`config.mk`:
```
export PLATFORM = sky130hd
export DESIGN_NAME = bsg_mul_booth_4_iter_ctrl_flat
export DESIGN_NICKNAME = d
export VERILOG_FILES = /design/src/rtl/bsg_mul_booth_4_iter_ctrl_if.sv /design/src/rtl/bsg_mul_booth_4_iter_ctrl.sv /design/src/flat_wrapper.sv
export SDC_FILE = /design/constraint.sdc
export NUM_CORES = 1
export LEC_CHECK = 0
export BUFFER_PORTS_ARGS = -buffer_cell sky130_fd_sc_hd__buf_2
export CAP_MARGIN = 20
export CORE_MARGIN = 4
export CORE_UTILIZATION = 60
export CTS_BUF_LIST = sky130_fd_sc_hd__clkbuf_8
export CTS_CLUSTER_SIZE = 12
export DETAILED_ROUTE_END_ITERATION = 6
export PLACE_DENSITY = 0.82
export SLEW_MARGIN = 20
export SYNTH_ARGS = -nofsm -noshare
export SYNTH_HDL_FRONTEND = slang
export SYNTH_SLANG_ARGS = --single-unit
export TNS_END_PERCENT = 50
```
`constraint.sdc`:
```
create_clock -name clk_i -period 9.7 [get_ports clk_i]
set_input_delay 0 -clock clk_i [delete_from_list [all_inputs] [get_ports clk_i]]
set_output_delay 0 -clock clk_i [all_outputs]
set_load 0.02 [all_outputs]
```
`src/rtl/bsg_mul_booth_4_iter_ctrl_if.sv`:
```
// Handshake bundle for the iterative radix-4 Booth multiplier controller.
//   master : producer/consumer side (drives operands and yumi_i)
//   slave  : controller side (drives ready/product/digit-debug outputs)
// Signals:
//   v_i, signed_i, a_i, b_i   operand handshake (valid/ready)
//   ready_o                   controller can accept operands
//   v_o, r_o, yumi_i          product handshake (valid/yumi)
//   sdn_v_o, sdn_o,           per-cycle Booth digit encoding {S,D,N}
//   digit_idx_o               and index of the digit being retired
interface bsg_mul_booth_4_iter_ctrl_if #(
   parameter int width_p = 16
);
   localparam int digits_lp = width_p/2 + 1;
   localparam int idx_w_lp  = $clog2(digits_lp);

   logic                   v_i;
   logic                   signed_i;
   logic [width_p-1:0]     a_i;
   logic [width_p-1:0]     b_i;
   logic                   ready_o;
   logic                   v_o;
   logic [2*width_p-1:0]   r_o;
   logic                   yumi_i;
   logic                   sdn_v_o;
   logic [2:0]             sdn_o;
   logic [idx_w_lp-1:0]    digit_idx_o;

   modport master (
      output v_i, signed_i, a_i, b_i, yumi_i,
      input  ready_o, v_o, r_o, sdn_v_o, sdn_o, digit_idx_o
   );

   modport slave (
      input  v_i, signed_i, a_i, b_i, yumi_i,
      output ready_o, v_o, r_o, sdn_v_o, sdn_o, digit_idx_o
   );
endinterface

```
`src/rtl/bsg_mul_booth_4_iter_ctrl.sv`:
```
// Sequential radix-4 Booth multiplier controller.
// Accepts one operand pair (valid/ready), retires one Booth digit per cycle
// into a 2*width_p accumulator, then offers the product (valid/yumi).
// Ports:
//   clk_i    clock
//   reset_i  synchronous active-high reset
//   io       slave side of bsg_mul_booth_4_iter_ctrl_if (operands, product,
//            and the per-cycle digit encoding {S,D,N} with its index)
module bsg_mul_booth_4_iter_ctrl #(
   parameter int width_p = 16
) (
   input logic                          clk_i,
   input logic                          reset_i,
   bsg_mul_booth_4_iter_ctrl_if.slave   io
);
   localparam int digits_lp = width_p/2 + 1;
   localparam int idx_w_lp  = $clog2(digits_lp);
   localparam int ext_w_lp  = width_p + 2;
   localparam int acc_w_lp  = 2*width_p;

   if ((width_p < 4) || ((width_p % 2) != 0)) begin : g_bad_width
      $error("bsg_mul_booth_4_iter_ctrl: width_p must be even and >= 4");
   end

   typedef enum logic [1:0] {IDLE, BUSY, DONE} state_e;

   state_e                 state_q, state_d;
   logic                   ready_q, ready_d;
   logic                   v_q, v_d;
   logic                   sdn_v_q, sdn_v_d;
   logic [2:0]             sdn_q, sdn_d;
   logic [idx_w_lp-1:0]    idx_q, idx_d;
   logic [acc_w_lp-1:0]    acc_q, acc_d;
   // multiplicand pre-shifted by 2*idx, so the current digit weight is implicit
   logic [acc_w_lp-1:0]    m_q, m_d;
   // extended multiplier with the implicit bit -1 appended; bits [2:0] are
   // always the triplet of the digit about to be retired
   logic [ext_w_lp:0]      b_sh_q, b_sh_d;

   logic [ext_w_lp-1:0]    a_ext, b_ext;
   logic [acc_w_lp-1:0]    pp;

   // triplet {b(2i+1), b(2i), b(2i-1)} -> {S,D,N}
   function automatic logic [2:0] booth_sdn(input logic [2:0] t);
      logic s, d, n;
      s = t[2] & ~(t[1] & t[0]);
      d = (t[2] & ~t[1] & ~t[0]) | (~t[2] & t[1] & t[0]);
      n = ~((t[2] == t[1]) && (t[1] == t[0]));
      return {s, d, n};
   endfunction

   always_comb begin
      a_ext   = io.signed_i ? {{2{io.a_i[width_p-1]}}, io.a_i} : {2'b00, io.a_i};
      b_ext   = io.signed_i ? {{2{io.b_i[width_p-1]}}, io.b_i} : {2'b00, io.b_i};
      pp      = sdn_q[1] ? (m_q << 1) : m_q;

      state_d = state_q;
      ready_d = ready_q;
      v_d     = v_q;
      sdn_v_d = sdn_v_q;
      sdn_d   = sdn_q;
      idx_d   = idx_q;
      acc_d   = acc_q;
      m_d     = m_q;
      b_sh_d  = b_sh_q;

      case (state_q)
         IDLE: begin
            if (io.v_i) begin
               state_d = BUSY;
               ready_d = 1'b0;
               sdn_v_d = 1'b1;
               idx_d   = '0;
               acc_d   = '0;
               m_d     = {{(acc_w_lp-ext_w_lp){a_ext[ext_w_lp-1]}}, a_ext};
               b_sh_d  = {b_ext, 1'b0};
               sdn_d   = booth_sdn(b_sh_d[2:0]);
            end
         end
         BUSY: begin
            // modular 2*width_p arithmetic yields the exact product in both modes
            if (sdn_q[0]) begin
               acc_d = sdn_q[2] ? (acc_q - pp) : (acc_q + pp);
            end
            m_d    = m_q << 2;
            b_sh_d = b_sh_q >> 2;
            if (idx_q == idx_w_lp'(digits_lp-1)) begin
               state_d = DONE;
               sdn_v_d = 1'b0;
               v_d     = 1'b1;
               idx_d   = '0;
               sdn_d   = '0;
            end else begin
               idx_d = idx_q + idx_w_lp'(1);
               sdn_d = booth_sdn(b_sh_d[2:0]);
            end
         end
         DONE: begin
            if (io.yumi_i) begin
               state_d = IDLE;
               v_d     = 1'b0;
               ready_d = 1'b1;
            end
         end
         default: begin
            state_d = IDLE;
            ready_d = 1'b1;
            v_d     = 1'b0;
            sdn_v_d = 1'b0;
         end
      endcase
   end

   always_ff @(posedge clk_i) begin
      if (reset_i) begin
         state_q <= IDLE;
         ready_q <= 1'b1;
         v_q     <= 1'b0;
         sdn_v_q <= 1'b0;
         sdn_q   <= '0;
         idx_q   <= '0;
         acc_q   <= '0;
         m_q     <= '0;
         b_sh_q  <= '0;
      end else begin
         state_q <= state_d;
         ready_q <= ready_d;
         v_q     <= v_d;
         sdn_v_q <= sdn_v_d;
         sdn_q   <= sdn_d;
         idx_q   <= idx_d;
         acc_q   <= acc_d;
         m_q     <= m_d;
         b_sh_q  <= b_sh_d;
      end
   end

   always_ff @(posedge clk_i) begin
      if (!reset_i) begin
         assert (!(io.yumi_i && !v_q))
            else $error("bsg_mul_booth_4_iter_ctrl: yumi_i asserted while v_o is low");
      end
   end

   assign io.ready_o     = ready_q;
   assign io.v_o         = v_q;
   assign io.r_o         = acc_q;
   assign io.sdn_v_o     = sdn_v_q;
   assign io.sdn_o       = sdn_q;
   assign io.digit_idx_o = idx_q;
endmodule
```
`src/flat_wrapper.sv`:
```
// flat-port wrapper written by rule: the top's interface ports become plain ports
module bsg_mul_booth_4_iter_ctrl_flat 
#(
   parameter int width_p = 16
)
  (clk_i, reset_i, io_v_i, io_signed_i, io_a_i, io_b_i, io_yumi_i, io_ready_o, io_v_o, io_r_o, io_sdn_v_o, io_sdn_o, io_digit_idx_o);
  bsg_mul_booth_4_iter_ctrl_if #(.width_p(width_p)) io_i ();
  input logic clk_i;
  input logic reset_i;
  input wire logic [$bits(io_i.v_i)-1:0] io_v_i;
  input wire logic [$bits(io_i.signed_i)-1:0] io_signed_i;
  input wire logic [$bits(io_i.a_i)-1:0] io_a_i;
  input wire logic [$bits(io_i.b_i)-1:0] io_b_i;
  input wire logic [$bits(io_i.yumi_i)-1:0] io_yumi_i;
  output wire logic [$bits(io_i.ready_o)-1:0] io_ready_o;
  output wire logic [$bits(io_i.v_o)-1:0] io_v_o;
  output wire logic [$bits(io_i.r_o)-1:0] io_r_o;
  output wire logic [$bits(io_i.sdn_v_o)-1:0] io_sdn_v_o;
  output wire logic [$bits(io_i.sdn_o)-1:0] io_sdn_o;
  output wire logic [$bits(io_i.digit_idx_o)-1:0] io_digit_idx_o;
  assign io_i.v_i = io_v_i;
  assign io_i.signed_i = io_signed_i;
  assign io_i.a_i = io_a_i;
  assign io_i.b_i = io_b_i;
  assign io_i.yumi_i = io_yumi_i;
  assign io_ready_o = io_i.ready_o;
  assign io_v_o = io_i.v_o;
  assign io_r_o = io_i.r_o;
  assign io_sdn_v_o = io_i.sdn_v_o;
  assign io_sdn_o = io_i.sdn_o;
  assign io_digit_idx_o = io_i.digit_idx_o;
  bsg_mul_booth_4_iter_ctrl #(.width_p(width_p)) u_core (.clk_i(clk_i), .reset_i(reset_i), .io(io_i));
endmodule
```
## Yosys cells after proc, flatten, opt, wreduce, memory -nomap -nowiden

Cells that the tools add are included.

- Bits in registers: 95
- Bits of input ports: 37
- Word-level logic and storage cells: 80

- Add/sub/neg operators: 3
- Eq/ne operators: 10
- Muxes and demuxes: 30
- Bitwise gates (word level): 18
- Reductions and logical operators: 10

Operators by type and width:

| kind | count |
|---|---|
| 32-bit two-way mux | 5 |
| 32-bit one-hot mux with 2 select lines | 2 |
| 19-bit one-hot mux with 2 select lines | 1 |
| 18-bit two-way mux | 2 |
| 32-bit adder | 1 |
| 32-bit subtractor | 1 |
| 19-bit two-way mux | 1 |
| 3-bit AND reduction | 5 |
| 1-bit NOT | 10 |
| 1-bit one-hot mux with 3 select lines | 3 |
| 4-bit two-way mux | 2 |
| 4-bit one-hot mux with 2 select lines | 1 |
| 1-bit AND | 7 |
| 1-bit two-way mux | 6 |
| 2-bit two-way mux | 3 |
| 3-bit two-way mux | 2 |
| 2-bit one-hot mux with 3 select lines | 1 |
| 3-bit one-hot mux with 2 select lines | 1 |
| 4-bit by 1-bit adder with 4-bit output (second input constant) | 1 |
| 4-bit equality test (second input constant) | 1 |
| 2-bit by 1-bit != test with 1-bit output (second input constant) | 2 |
| 2-bit != test (second input constant) | 2 |
| 1-bit equality test | 3 |
| 2-bit by 1-bit equality test with 1-bit output (second input constant) | 1 |
| other kinds (6) | 7 |

## Logic depth before layout (Yosys ltp)

Gate-level depths: netlist of the first run.

- Depth after elaboration: 6
- Gate-level depth with buffers: 25
- Gate-level depth less buffers: 20

## Worst setup path after synthesis of the first run

Ideal clock, no wire load.

- Path type: register to register
- Start: register u_core.sdn_q[1] (netlist: u_core.io.sdn_o[1])
- End: register u_core.acc_q[31] (netlist: u_core.io.r_o[31])
- Setup time: 117 ps
- Arrival time: 5343 ps
- Data required time: 9583 ps
- Setup slack: 4240 ps
- Cell stages (with the launch flop): 26
- Buffers on the path: 6
- Period minus slack after synthesis: 5460 ps
- Cell sequence: dfxtp_1 -> clkbuf_1 -> clkbuf_1 -> clkbuf_1 -> buf_1 -> clkbuf_1 -> nor2b_1 -> inv_1 -> ha_1 -> a41o_1 -> o21ai_1 -> o21bai_1 -> o21bai_1 -> or3_1 -> clkbuf_1 -> xor2_1 -> ha_1 -> a21o_1 -> a21o_1 -> a21oi_1 -> o21a_1 -> a31o_2 -> o221ai_1 -> a21oi_1 -> xnor2_1 -> a22o_1

- Cells in the longest elaborated chain, start to end: 5

RTL lines:

| what | RTL line | source |
|---|---|---|
| start, declared | bsg_mul_booth_4_iter_ctrl.sv:31 | `logic [2:0] sdn_q, sdn_d;` |
| start signal, assigned | bsg_mul_booth_4_iter_ctrl.sv:130 | `sdn_q <= sdn_d;` |
| 32-bit two-way mux * | bsg_mul_booth_4_iter_ctrl.sv:55 | `pp = sdn_q[1] ? (m_q << 1) : m_q;` |
| 32-bit adder or 32-bit subtractor (tied branches) | bsg_mul_booth_4_iter_ctrl.sv:83 | `acc_d = sdn_q[2] ? (acc_q - pp) : (acc_q + pp);` |
| 32-bit two-way mux * | bsg_mul_booth_4_iter_ctrl.sv:83 |  |
| 32-bit two-way mux * | bsg_mul_booth_4_iter_ctrl.sv:82 | `if (sdn_q[0]) begin` |
| 32-bit one-hot mux with 2 select lines * | bsg_mul_booth_4_iter_ctrl.sv:67 | `case (state_q)` |
| end signal, assigned | bsg_mul_booth_4_iter_ctrl.sv:122 | `acc_q <= '0;` |
| end signal, assigned | bsg_mul_booth_4_iter_ctrl.sv:132 | `acc_q <= acc_d;` |
| end, declared | bsg_mul_booth_4_iter_ctrl.sv:33 | `logic [acc_w_lp-1:0] acc_q, acc_d;` |

Mark *: on every way between the ends. The rest lies on a longest branch, timed or not. The select of a mux whose other input is x is not followed.
A chain may end at the register's enable or synchronous reset.

## Worst setup path in the final report of the first run

Same ends and word-level chain as after synthesis.

==> metrics.md, run 1 <==
| Metric | Value |
|---|---|
| Status | `finished, final reports clean` |
| Part of the power in registers | `42.7%` |
| Internal power | `about 0.00063 W` |
| GR Overflow Total | `0` |
| Initial antenna violation count | `0` |
| WP buf/inv | `2` |
| Post-CTS setup buffers | `0` |
| I/O pins | `between 70 and 80` |
| Post-place instance area | `between 7000 and 8000 µm²` |
| CTS root buf | `clkbuf_8` |
| Switching part of the total power | `37.05%` |
| Final Cycle Share | `slightly above 50%` |
| Hold Path Origin | `io_v_i` |
| Logic pwr share | `32.0%` |
| Pwr/cell area | `approximately 130 nW/µm²` |
| Clock share of power | `between 20% and 30%` |
| Fin Setup TNS | `0 ns` |
| Initial Utilization | `roughly three fifths` |
| Via count | `slightly below 7000` |
| Synth Instances | `approximately 870` |
| Number of max-cap violations | `0` |
| Arr. time, crit path | `roughly 5.2 ns` |
| Layout Utilization | `69.43%` |
| Slowest CP cell | `buf_4` |
| Hold Path End | `u_core.m_q[15]` |
| Die area | `12800 µm²` |
| GRT Util Overall | `around 28%` |
| Yosys reg bits | `92` |
| Post-synthesis async set-or-reset flop share | `0%` |
| Vias in the first global route | `between 6000 and 7000` |
| Pre-antenna DRT Iters | `5` |
| Initial DRC count | `approximately 660` |
| FF-to-FF End | `u_core.io.r_o[31]` |
| Core ar. | `between 10000 and 15000 µm²` |
| Vias per cell | `approximately 6.3` |
| Reg-to-reg critical path startpoint | `u_core.io.sdn_o[1]` |
| CTS max path bufs | `2` |
| IO Port Bufs | `78` |
| Drt total wl | `between 15000 and 20000 µm` |
| Design Area, Final | `between 7000 and 8000 µm²` |
| Number of synthesized flops with an enable pin | `0` |
| # diodes | `0` |
| Relative slew slack | `just under 30%` |
| Post-Syn Nets | `944` |
| R2R depth | `20` |
| RSZ-0062 raised after global routing | `false` |
| Worst Setup End Kind | `flop` |
| Most frequent cells in the layout | `nor2_1, nand2_1, dfxtp_1, a21oi_1, buf_2` |
| Pins Over Slew Limit | `0` |
| Synthesized cell area | `approximately 6600 µm²` |
| CP Cell Sequence | `buf_4 -> nor2b_1 -> inv_1 -> ha_1 -> a41o_1 -> o21ai_1 -> o21bai_1 -> o21bai_1 -> o31ai_1 -> o221ai_1 -> ha_1 -> a21oi_1 -> o21ai_1 -> a2111oi_0 -> o21a_1 -> a31o_2 -> o221ai_1 -> a21oi_1 -> xnor2_1 -> a22o_1` |
| Seq/Total Area, Yosys | `between 20% and 30%` |
| Setup Viol. Count Final | `0` |
| Hold Slack | `between 0.01 and 0.015 ns` |
| Worst EP required | `~10 ns` |
| Post-route minimum period | `4.958 ns` |
| Leak | `about 3.2 nW` |
| Crit-path leading delay family | `compound AO/OA/AOI/OAI gates` |
| Synth Flop Type | `dfxtp_1` |
| Hold Crit Class | `input port to flop` |
| CP Max Fanout | `80` |
| Post-Route Skew | `between 0.01 and 0.015 ns` |
| Dpl hpwl | `around 12000 µm` |
| Insertion delay to the later sink of the worst-skew pair | `0.39 ns` |
| Hold Vio Cnt, Final | `0` |
| Nets | `1004` |
| Clk slew on worst S/H paths | `around 0.10 ns` |
| # rows | `38` |
| Die Y | `113.1 µm` |
| Crit path kind | `flop to flop` |
| Fmax | `201.7 MHz` |
| First-pass GRT wire length | `around 30000 µm` |
| Final GP Congestion | `between 0.9 and 1` |
| Hold depth | `4` |
| Post-synthesis cell type count | `62` |
| Max stage delay on crit path | `0.64 ns` |
| Clock Sinks | `92` |
| Critical Path Start Type | `flop` |
| Largest net degree at the start of global routing | `81` |
| Post-layout power | `approximately 0.001 W` |
| Clock buffer count from CTS | `9` |
| Reg2reg setup slack | `between 4 and 5 ns` |
| DRC Markers | `0` |
| Syn avg cell area | `roughly 7.6 µm²` |
| Routed len/inst | `~17 µm` |
| Worst IR drop on VDD | `0.09488 mV` |
| CTS tree | `done` |
| Most common cell after layout, fill and taps aside | `nor2_1` |
| Chip width | `approximately 110 µm` |
| Worst-margin pin slew | `1.062 ns` |
| P&R area growth vs syn | `13.47%` |
| # H-tree levels | `3` |
| Yosys warnings | `0` |
| Final ANT Viol Nets | `0` |
| Share of layout cells above drive strength 1 | `about an eighth` |
| Sw Pwr | `approximately 0.00037 W` |
worst register-to-register path: stages, from the launching register on:
cell	delay, ns
dfxtp_2	0.35
buf_4	0.64
nor2b_1	0.16
inv_1	0.09
ha_1	0.16
a41o_1	0.22
o21ai_1	0.11
o21bai_1	0.22
o21bai_1	0.29
o31ai_1	0.28
o221ai_1	0.16
ha_1	0.39
a21oi_1	0.15
o21ai_1	0.13
a2111oi_0	0.48
o21a_1	0.23
a31o_2	0.20
o221ai_1	0.12
a21oi_1	0.21
xnor2_1	0.09
a22o_1	0.17
stage by stage:
step           worst slack (ns)  cells
4_1_cts                   4.765   1073
2_1_floorplan             4.240    869
6_report                  4.742   1074
5_1_grt                   4.350   1074
3_5_place_dp              4.779   1025
3_3_place_gp              4.956   1025
state kept, by name, summed over array words and instances, names as in the netlist:
name,flops
u_core.b_sh_q,16
u_core.io.digit_idx_o,4
u_core.io.r_o,32
u_core.io.ready_o,1
u_core.io.sdn_o,3
u_core.io.sdn_v_o,1
u_core.io.v_o,1
u_core.m_q,32
u_core.state_q,2
logic make-up after synthesis:
kind of cell,after synthesis,synth area share (%)
xor gates and xnor gates,40,5.282
adders and majority gates,38,7.282
muxes,22,3.320
AOI/OAI and AO/OA,277,28.52
DFF,92,27.77
buffers and inverters,91,5.282
and+or+nand+nor,309,22.54
layout make-up:
| class | count | area [µm²] |
|---|---|---|
| inverter | 21 | 78.83 |
| clock inverter | 6 | 45.04 |
| multi-input combinational | 686 | 4456 |
| tap | 140 | 175.2 |
| timing repair buffer | 119 | 790.8 |
| clock buffer | 10 | 137.6 |
| sequential | 92 | 1843 |
| fill | 891 | 3314 |
cells in the mapped netlist (10+ instances only):
| cell | n | area (µm²) |
|---|---|---|
| xnor2_1 | 23 | 201.4 |
| nand2_1 | 101 | 379.1 |
| clkbuf_1 | 54 | 202.7 |
| a22o_1 | 13 | 113.9 |
| ha_1 | 37 | 462.9 |
| buf_1 | 14 | 52.55 |
| o211ai_1 | 12 | 90.09 |
| mux2i_1 | 22 | 220.2 |
| xor2_1 | 17 | 148.9 |
| nand3_1 | 15 | 75.07 |
| a21o_1 | 10 | 75.07 |
| nor2_1 | 103 | 386.6 |
| a21oi_1 | 82 | 410.4 |
| dfxtp_1 | 92 | 1842 |
| inv_1 | 21 | 78.83 |
| o21ai_0 | 19 | 95.09 |
| a22oi_1 | 32 | 240.2 |
| nor3_1 | 16 | 80.08 |
| a311oi_1 | 26 | 227.7 |
| nor2b_1 | 18 | 112.6 |
| nand2b_1 | 11 | 68.82 |
per-layer routing:
layer | part of all wire (%) | global-route usage (%) | vias up
met3 | 7.5 | 4.171 | 27
met4 | 1.8 | 10.02 | 0
li1 | - | - | 3307
met2 | 46 | 45.46 | 283
met1 | 44 | 38.20 | 3145
met5 | 0 | 0 | -
worst max-delay path by stage:
stage	start	endpoint	slack, ns	cells after the start
3_5_place_dp	u_core.io.sdn_o[1]	u_core.io.r_o[31]	4.78	20
4_1_cts	u_core.io.sdn_o[1]	u_core.io.r_o[31]	4.76	20
3_3_place_gp	u_core.io.sdn_o[1]	u_core.io.r_o[31]	4.96	20
2_1_floorplan	u_core.io.sdn_o[1]	u_core.io.r_o[31]	4.24	25
6_report	u_core.io.sdn_o[1]	u_core.io.r_o[31]	4.74	20
5_1_grt	u_core.io.sdn_o[1]	u_core.io.r_o[31]	4.35	20
power by group through the flow:
stage	sequential (W)	combinational, W	clock [W]
final	0.000431	0.000323	0.000254
after global routing	0.000434	0.000355	0.000269
after CTS	0.000429	0.000316	0.000259
after detailed placement	0.000438	0.000305	0
after global placement	0.000436	0.000294	0
after floorplan	0.000428	0.000243	0
what timing repair did:
item / 4_1_cts / 5_1_grt
resized for setup: 0 / 0
hold endpoints to repair: 33 / 0
hold buffers: 32 / 0
No activity file was read; power rests on OpenSTA's default activity.
==> run 2, diff against run 1 <==
--- a/config.mk
+++ b/config.mk
@@ -5,6 +5,7 @@
 export SDC_FILE = /design/constraint.sdc
 export NUM_CORES = 1
 export LEC_CHECK = 0
+export ABC_AREA = 1
 export BUFFER_PORTS_ARGS = -buffer_cell sky130_fd_sc_hd__buf_2
 export CAP_MARGIN = 20
 export CORE_MARGIN = 4
@@ -12,7 +13,7 @@
 export CTS_BUF_LIST = sky130_fd_sc_hd__clkbuf_8
 export CTS_CLUSTER_SIZE = 12
 export DETAILED_ROUTE_END_ITERATION = 6
-export PLACE_DENSITY = 0.82
+export PLACE_DENSITY = 0.81
 export SLEW_MARGIN = 20
 export SYNTH_ARGS = -nofsm -noshare
 export SYNTH_HDL_FRONTEND = slang
==> constraint.sdc (replaced) <==
create_clock -name clk_i -period 5.16 [get_ports clk_i]
set_input_delay 0 -clock clk_i [delete_from_list [all_inputs] [get_ports clk_i]]
set_output_delay 0 -clock clk_i [all_outputs]
set_load 0.02 [all_outputs]
==> metrics.md, run 2 <==
| Metric | Value |
|---|---|
| Fin Setup TNS | `0 ns (unchanged)` |
| Initial DRC count | `584 (-12%)` |
| Pins Over Slew Limit | `0 (unchanged)` |
| Slowest CP cell | `dfxtp_2` |
| CP Cell Sequence | `buf_4 -> nand2_1 -> nand2_1 -> inv_1 -> nor2_1 -> inv_1 -> nor3_1 -> nand4_1 -> nand2_2 -> o21ai_1 -> nand2_1 -> nand2_1 -> ha_1 -> nand2_1 -> nor2_1 -> inv_1 -> nor3_1 -> inv_1 -> nor3_1 -> nand2_1 -> nand2_1 -> nand2_1 -> nand3_1 -> a21oi_1` |
| DRC Markers | `0 (unchanged)` |
| Hold Slack | `0.02506 ns (+0.01040 ns)` |
| Post-synthesis async set-or-reset flop share | `0% (unchanged)` |
| CTS root buf | `clkbuf_8` |
| Most frequent cells in the layout | `nand2_1, inv_1, a21oi_1, nor2_1, dfxtp_1` |
| Crit-path leading delay family | `simple AND/OR/NAND/NOR gates` |
| Design Area, Final | `8001 µm² (+6.3%)` |
| Top cell by count, worst path | `nand2_1` |
| Pre-antenna DRT Iters | `5 (unchanged)` |
| Initial antenna violation count | `0 (unchanged)` |
| Post-synth top cells | `nand2_1, inv_1, a21oi_1, nor2_1, dfxtp_1` |
| Largest net degree at the start of global routing | `58 (-28%)` |
| I/O pins | `79 (unchanged)` |
| Dpl hpwl | `14250 µm (+16%)` |
| Synth Flop Type | `dfxtp_1` |
| Hold Crit Class | `input port to flop` |
| CTS tree | `done` |
| Number of max-cap violations | `0 (unchanged)` |
| Clock buffer count from CTS | `9 (unchanged)` |
| Final Cycle Share | `73.12% (+22 points)` |
| Die area | `13640 µm² (+6.5%)` |
| Sw Pwr | `0.001012 W (+170%)` |
| Relative slew slack | `37.10% (+8.1 points)` |
| Logic pwr share | `43.4% (+11 points)` |
| Syn avg cell area | `6.094 µm² (-20%)` |
| Via count | `7716 (+14%)` |
| Part of the power in registers | `34.4% (-8.3 points)` |
| CP Max Fanout | `53 (-34%)` |
| Vias per cell | `5.535 (-12%)` |
| Final GP Congestion | `0.9480 (-2.6%)` |
| Post-layout power | `0.002359 W (+130%)` |
| Die Y | `116.8 µm (+3.2%)` |
| Status | `finished, final reports clean` |
| Post-synthesis cell type count | `40 (-35%)` |
| Top-count cell post-synth | `nand2_1` |
| # rows | `39 (+2.6%)` |
| # H-tree levels | `3 (unchanged)` |
| Worst EP required | `5.41 ns (-4.57 ns)` |
| P&R area growth vs syn | `12.71%` |
| Post-route minimum period | `3.773 ns (-1.185 ns)` |
| Most common cell after layout, fill and taps aside | `nand2_1` |
| Max stage delay on crit path | `0.46 ns (-0.18 ns)` |
| Switching part of the total power | `42.89% (+5.8 points)` |
| Yosys warnings | `0 (unchanged)` |
| Largest area contributor in the netlist | `dfxtp_1` |
| Fill count | `1078 (+21%)` |
| Synth Instances | `1165 (+34%)` |
| CTS Hold Buffers Added | `29 (-9.4%)` |
| GR Overflow Total | `0 (unchanged)` |
| Clock Sinks | `92 (unchanged)` |
| Resize count post-CTS | `0 (unchanged)` |
| First-pass GRT wire length | `32780 µm (+9.2%)` |
| Hold Vio Cnt, Final | `0 (unchanged)` |
| Crit path kind | `flop to flop` |
| CTS max path bufs | `2 (unchanged)` |
| Core ar. | `11520 µm² (+6.2%)` |
| Post-Route Skew | `0.009789 ns (-0.003805 ns)` |
| Top cells by area, synth | `dfxtp_1, nand2_1, a21oi_1` |
| Insertion delay to the later sink of the worst-skew pair | `0.40 ns (about the same)` |
| IO Port Bufs | `78 (unchanged)` |
| Internal power | `0.001347 W (+110%)` |
| Vias in the first global route | `7055 (+12%)` |
| Routed len/inst | `14.17 µm (-16%)` |
| Seq/Total Area, Yosys | `25.94% (-1.8 points)` |
| RSZ-0062 raised after global routing | `false` |
| Share of layout cells above drive strength 1 | `10.87% (-2.0 points)` |
| Top-area cell type share of the netlist area | `25.94% (-1.8 points)` |
| Number of synthesized flops with an enable pin | `0 (unchanged)` |
| Synthesized cell area | `7099 µm² (+7.0%)` |
| # diodes | `0 (unchanged)` |
| Drt total wl | `19750 µm (+9.5%)` |
| Initial Utilization | `61.65% (+0.46 points)` |
| Arr. time, crit path | `4.03 ns (-1.21 ns)` |
| GRT Util Overall | `29.75% (+1.7 points)` |
| Post-CTS setup buffers | `0 (unchanged)` |
| Worst Setup End Kind | `flop` |
| Post-Syn Nets | `1240 (+31%)` |
| Clk slew on worst S/H paths | `0.09 ns (about the same)` |
| Clock share of power | `22.2% (-3.0 points)` |
| Worst-margin pin slew | `0.9377 ns (-0.1244 ns)` |
| Final ANT Viol Nets | `0 (unchanged)` |
| Fmax | `265.1 MHz (+31%)` |
| Critical Path Start Type | `flop` |
| Worst IR drop on VDD | `0.2352 mV (+150%)` |
| Leak | `3.990 nW (+26%)` |
| Nets | `1321 (+32%)` |
| Yosys reg bits | `92 (unchanged)` |
| WP buf/inv | `5 (+3)` |
| Chip width | `116.8 µm (+3.2%)` |
| Pwr/cell area | `294.8 nW/µm² (+120%)` |
| Setup Viol. Count Final | `0 (unchanged)` |
| Post-place instance area | `7512 µm² (+7.3%)` |
## run 2: changes by cell type in the layout (fill, tap and decap cells not counted), moves of 28 or more
cell	before	now
a21oi_1	82	110
a22oi_1	32	1
inv_1	21	126
nand2_1	101	372
nand3_1	15	56
o21ai_0	19	81
## run 2: cell families (layout without fill, tap and decap cells)
logic type                 count (synthesis)  after routing  share of synthesized area (%)
AOI/OAI and AO/OA                        254            254                          20.34
xor gates and xnor gates                  29             29                          3.578
adders and majority gates                 38             38                          6.803
buffers and inverters                    173            259                          9.799
DFF                                       92             92                          25.94
and+or+nand+nor                          579            579                          33.54
## run 2: path summary, 6_finish.rpt
| kind | to | depth (start not counted) | slack, ns | from |
|---|---|---|---|---|
| worst min-delay path | u_core.m_q[10] | 3 | 0.03 | io_a_i[10] |
| worst max register to register | u_core.io.r_o[27] | 24 | 1.39 | u_core.io.sdn_o[1] |
| worst max-delay path | u_core.io.r_o[27] | 24 | 1.39 | u_core.io.sdn_o[1] |
| worst min register to register | u_core.b_sh_q[17] | 2 | 0.48 | u_core.b_sh_q[17] |
## run 2: tightest hold or removal path: cells and delay by family
family	cells	cell delay, ns
AOI/OAI and AO/OA	2	0.26
buffers and inverters	1	0.11
## run 2: through the flow
stage | instances | utilization (%) | worst slack [ns]
final | 1394 | 69.48 | 1.387
after global routing | 1394 | 69.48 | 0.9963
after CTS | 1394 | 69.48 | 1.474
after detailed placement | 1349 | 65.23 | 1.489
after global placement | 1349 | 65.23 | 1.528
after floorplan | 1165 | - | 1.868
## run 2: final cells by class
class	count	area, µm²	share of cell area (%)
sequential	92	1843	23.03
inverter	130	490.5	6.130
clock inverter	7	75.07	0.9382
timing repair buffer	113	725.7	9.070
clock buffer	9	123.9	1.548
multi-input combinational	900	4564	57.04
tap	143	178.9	2.236
## run 2: power groups by stage
| stage | Sequential, W | Combinational (W) | Clock [W] |
|---|---|---|---|
| global placement | 0.000826 | 0.000975 | 0 |
| detailed placement | 0.000827 | 0.000988 | 0 |
| CTS | 0.000811 | 0.00101 | 0.000528 |
| floorplan | 0.000834 | 0.000765 | 0 |
| finish | 0.000813 | 0.00102 | 0.000523 |
| global route | 0.000821 | 0.00116 | 0.000560 |
## run 2: per-layer routing
layer	vias to the layer above	global-route usage, %	wire [µm]
met1	3439	37.63	8763
met2	253	51.46	9292
met5	-	0	0
li1	3978	-	-
met3	46	4.422	1162
met4	0	10.70	529
==> run 3, diff against run 2 <==
==> constraint.sdc (replaced) <==
create_clock -name clk_i -period 3.66 [get_ports clk_i]
set_input_delay 0 -clock clk_i [delete_from_list [all_inputs] [get_ports clk_i]]
set_output_delay 0 -clock clk_i [all_outputs]
set_load 0.02 [all_outputs]
==> metrics.md, run 3 (same netlist as run 2, synthesis figures left out) <==
| Metric | Value |
|---|---|
| Slowest CP cell | `dfxtp_4` |
| WP buf/inv | `6 (+1)` |
| Final Cycle Share | `91.27% (+18 points)` |
| CTS tree | `done` |
| Number of max-cap violations | `0 (unchanged)` |
| GRT Util Overall | `29.76% (about the same)` |
| CP startpoint | `u_core.io.sdn_o[1]` |
| Initial antenna violation count | `0 (unchanged)` |
| # H-tree levels | `3 (unchanged)` |
| Leak | `4.015 nW (+0.64%)` |
| Initial Utilization | `61.65% (unchanged)` |
| I/O pins | `79 (unchanged)` |
| Top cell by count, worst path | `nand2_1` |
| Clock Sinks | `92 (unchanged)` |
| Most common cell after layout, fill and taps aside | `nand2_1` |
| Failing checks | `design-rule violations` |
| Crit path kind | `flop to flop` |
| Hold Vio Cnt, Final | `0 (unchanged)` |
| Insertion delay to the later sink of the worst-skew pair | `0.40 ns (about the same)` |
| Hold Slack | `0.008542 ns (-0.01651 ns)` |
| Final ANT Viol Nets | `0 (unchanged)` |
| Setup Viol. Count Final | `0 (unchanged)` |
| CP Max Fanout | `18 (-66%)` |
| Pwr/cell area | `411.3 nW/µm² (+40%)` |
| Worst IR drop on VDD | `0.2894 mV (+23%)` |
| P&R area growth vs syn | `13.50%` |
| Design Area, Final | `8058 µm² (+0.70%)` |
| Core ar. | `11520 µm² (unchanged)` |
| Clk slew on worst S/H paths | `0.11 ns (+0.02 ns)` |
| Worst-margin pin slew | `0.8985 ns (-0.03918 ns)` |
| Chip width | `116.8 µm (unchanged)` |
| Relative slew slack | `40.03% (+2.9 points)` |
| Layout Utilization | `69.97% (+0.49 points)` |
| Reg2reg setup slack | `0.32 ns (-1.07 ns)` |
| Clock buffer count from CTS | `9 (unchanged)` |
| CTS root buf | `clkbuf_8` |
| Worst Setup End Kind | `flop` |
| Pre-antenna DRT Iters | `7 (+2)` |
| Status | `finished with violations` |
| Arr. time, crit path | `3.60 ns (-0.43 ns)` |
| Via count | `7778 (+0.80%)` |
| Fill count | `1049 (-2.7%)` |
| Most frequent cells in the layout | `nand2_1, inv_1, a21oi_1, nor2_1, dfxtp_1` |
| IO Port Bufs | `78 (unchanged)` |
| Drt total wl | `19790 µm (+0.20%)` |
| Share of layout cells above drive strength 1 | `11.61% (+0.74 points)` |
| Hold Crit Class | `input port to flop` |
| Final GP Congestion | `0.9513 (+0.35%)` |
| Initial DRC count | `643 (+10%)` |
| Post-Route Skew | `0.01387 ns (+0.004083 ns)` |
| Worst EP required | `3.92 ns (-1.49 ns)` |
| Vias in the first global route | `7031 (-0.34%)` |
| GR Overflow Total | `0 (unchanged)` |
| Nets | `1327 (+0.45%)` |
| Max stage delay on crit path | `0.40 ns (-0.06 ns)` |
| Post-route minimum period | `3.340 ns (-0.4323 ns)` |
| Fmax | `299.4 MHz (+13%)` |
| Dpl hpwl | `14290 µm (+0.28%)` |
| Critical Path Start Type | `flop` |
| Routed len/inst | `14.13 µm (-0.23%)` |
| Vias per cell | `5.556 (+0.37%)` |
| CTS max path bufs | `2 (unchanged)` |
| Hold Path Origin | `io_a_i[7]` |
| Largest net degree at the start of global routing | `58 (unchanged)` |
| RSZ-0062 raised after global routing | `true` |
| Post-place instance area | `7577 µm² (+0.87%)` |
| Die Y | `116.8 µm (unchanged)` |
| DRC Markers | `10 (+10)` |
| First-pass GRT wire length | `32830 µm (+0.15%)` |
| Reg-to-reg critical path startpoint | `u_core.io.sdn_o[1]` |
| Crit-path leading delay family | `simple AND/OR/NAND/NOR gates` |
| Die area | `13640 µm² (unchanged)` |
| Pins Over Slew Limit | `0 (unchanged)` |
| # rows | `39 (unchanged)` |
| # diodes | `0 (unchanged)` |
[run 3: metal layers]
metal | part of all wire (%) | track usage (%)
met3 | 5.5 | 3.805
met1 | 45 | 38.80
met4 | 3.2 | 11.62
met2 | 47 | 50.09
met5 | 0 | 0
[run 3: final cells by class]
type	count	area [µm²]	area share [%]
Multi-Input combinational cell	900	4573	56.75
Sequential cell	92	1846	22.90
Timing Repair Buffer	119	780.7	9.689
Inverter	130	490.5	6.087
Tap cell	143	178.9	2.221
Clock buffer	9	123.9	1.537
Clock inverter	7	65.06	0.8075
[run 3: tightest hold or removal path: cells and delay by family]
kind / cells / cell delay, ns
buffers and inverters: 1 / 0.11
AOI/OAI and AO/OA: 2 / 0.24
[run 3: final timing paths]
check / end / cells past startpoint
worst max-delay path: u_core.io.r_o[27] / 25
worst min-delay path: u_core.m_q[7] / 3
worst max register to register: u_core.io.r_o[27] / 25
worst min register to register: u_core.b_sh_q[17] / 2
[run 3: repair_timing]
| item | in CTS | in global routing |
|---|---|---|
| setup buffers | 0 | 0 |
| setup endpoints to repair | 0 | 7 |
| gates resized for setup | 0 | 4 |
| hold endpoints to repair | 28 | 0 |
| hold buffers | 28 | 0 |
[run 3: power breakdown]
| group | internal, W | total [W] | switching (W) |
|---|---|---|---|
| Sequential | 0.00108 | 0.00115 | 0.0000633 |
| Combinational | 0.000507 | 0.00146 | 0.000953 |
| Clock | 0.000267 | 0.000708 | 0.000442 |
[run 3: through the flow]
| step | worst slack (ns) | power, W | TNS, ns | std cells |
|---|---|---|---|---|
| floorplan | 0.3681 | 0.002254 | 0 | 1165 |
| global placement | 0.4288 | 0.002543 | 0 | 1356 |
| detailed placement | 0.3529 | 0.002570 | 0 | 1356 |
| CTS | 0.3183 | 0.003288 | 0 | 1400 |
| global route | -0.004422 | 0.003551 | -0.004422 | 1400 |
| finish | 0.3196 | 0.003314 | 0 | 1400 |
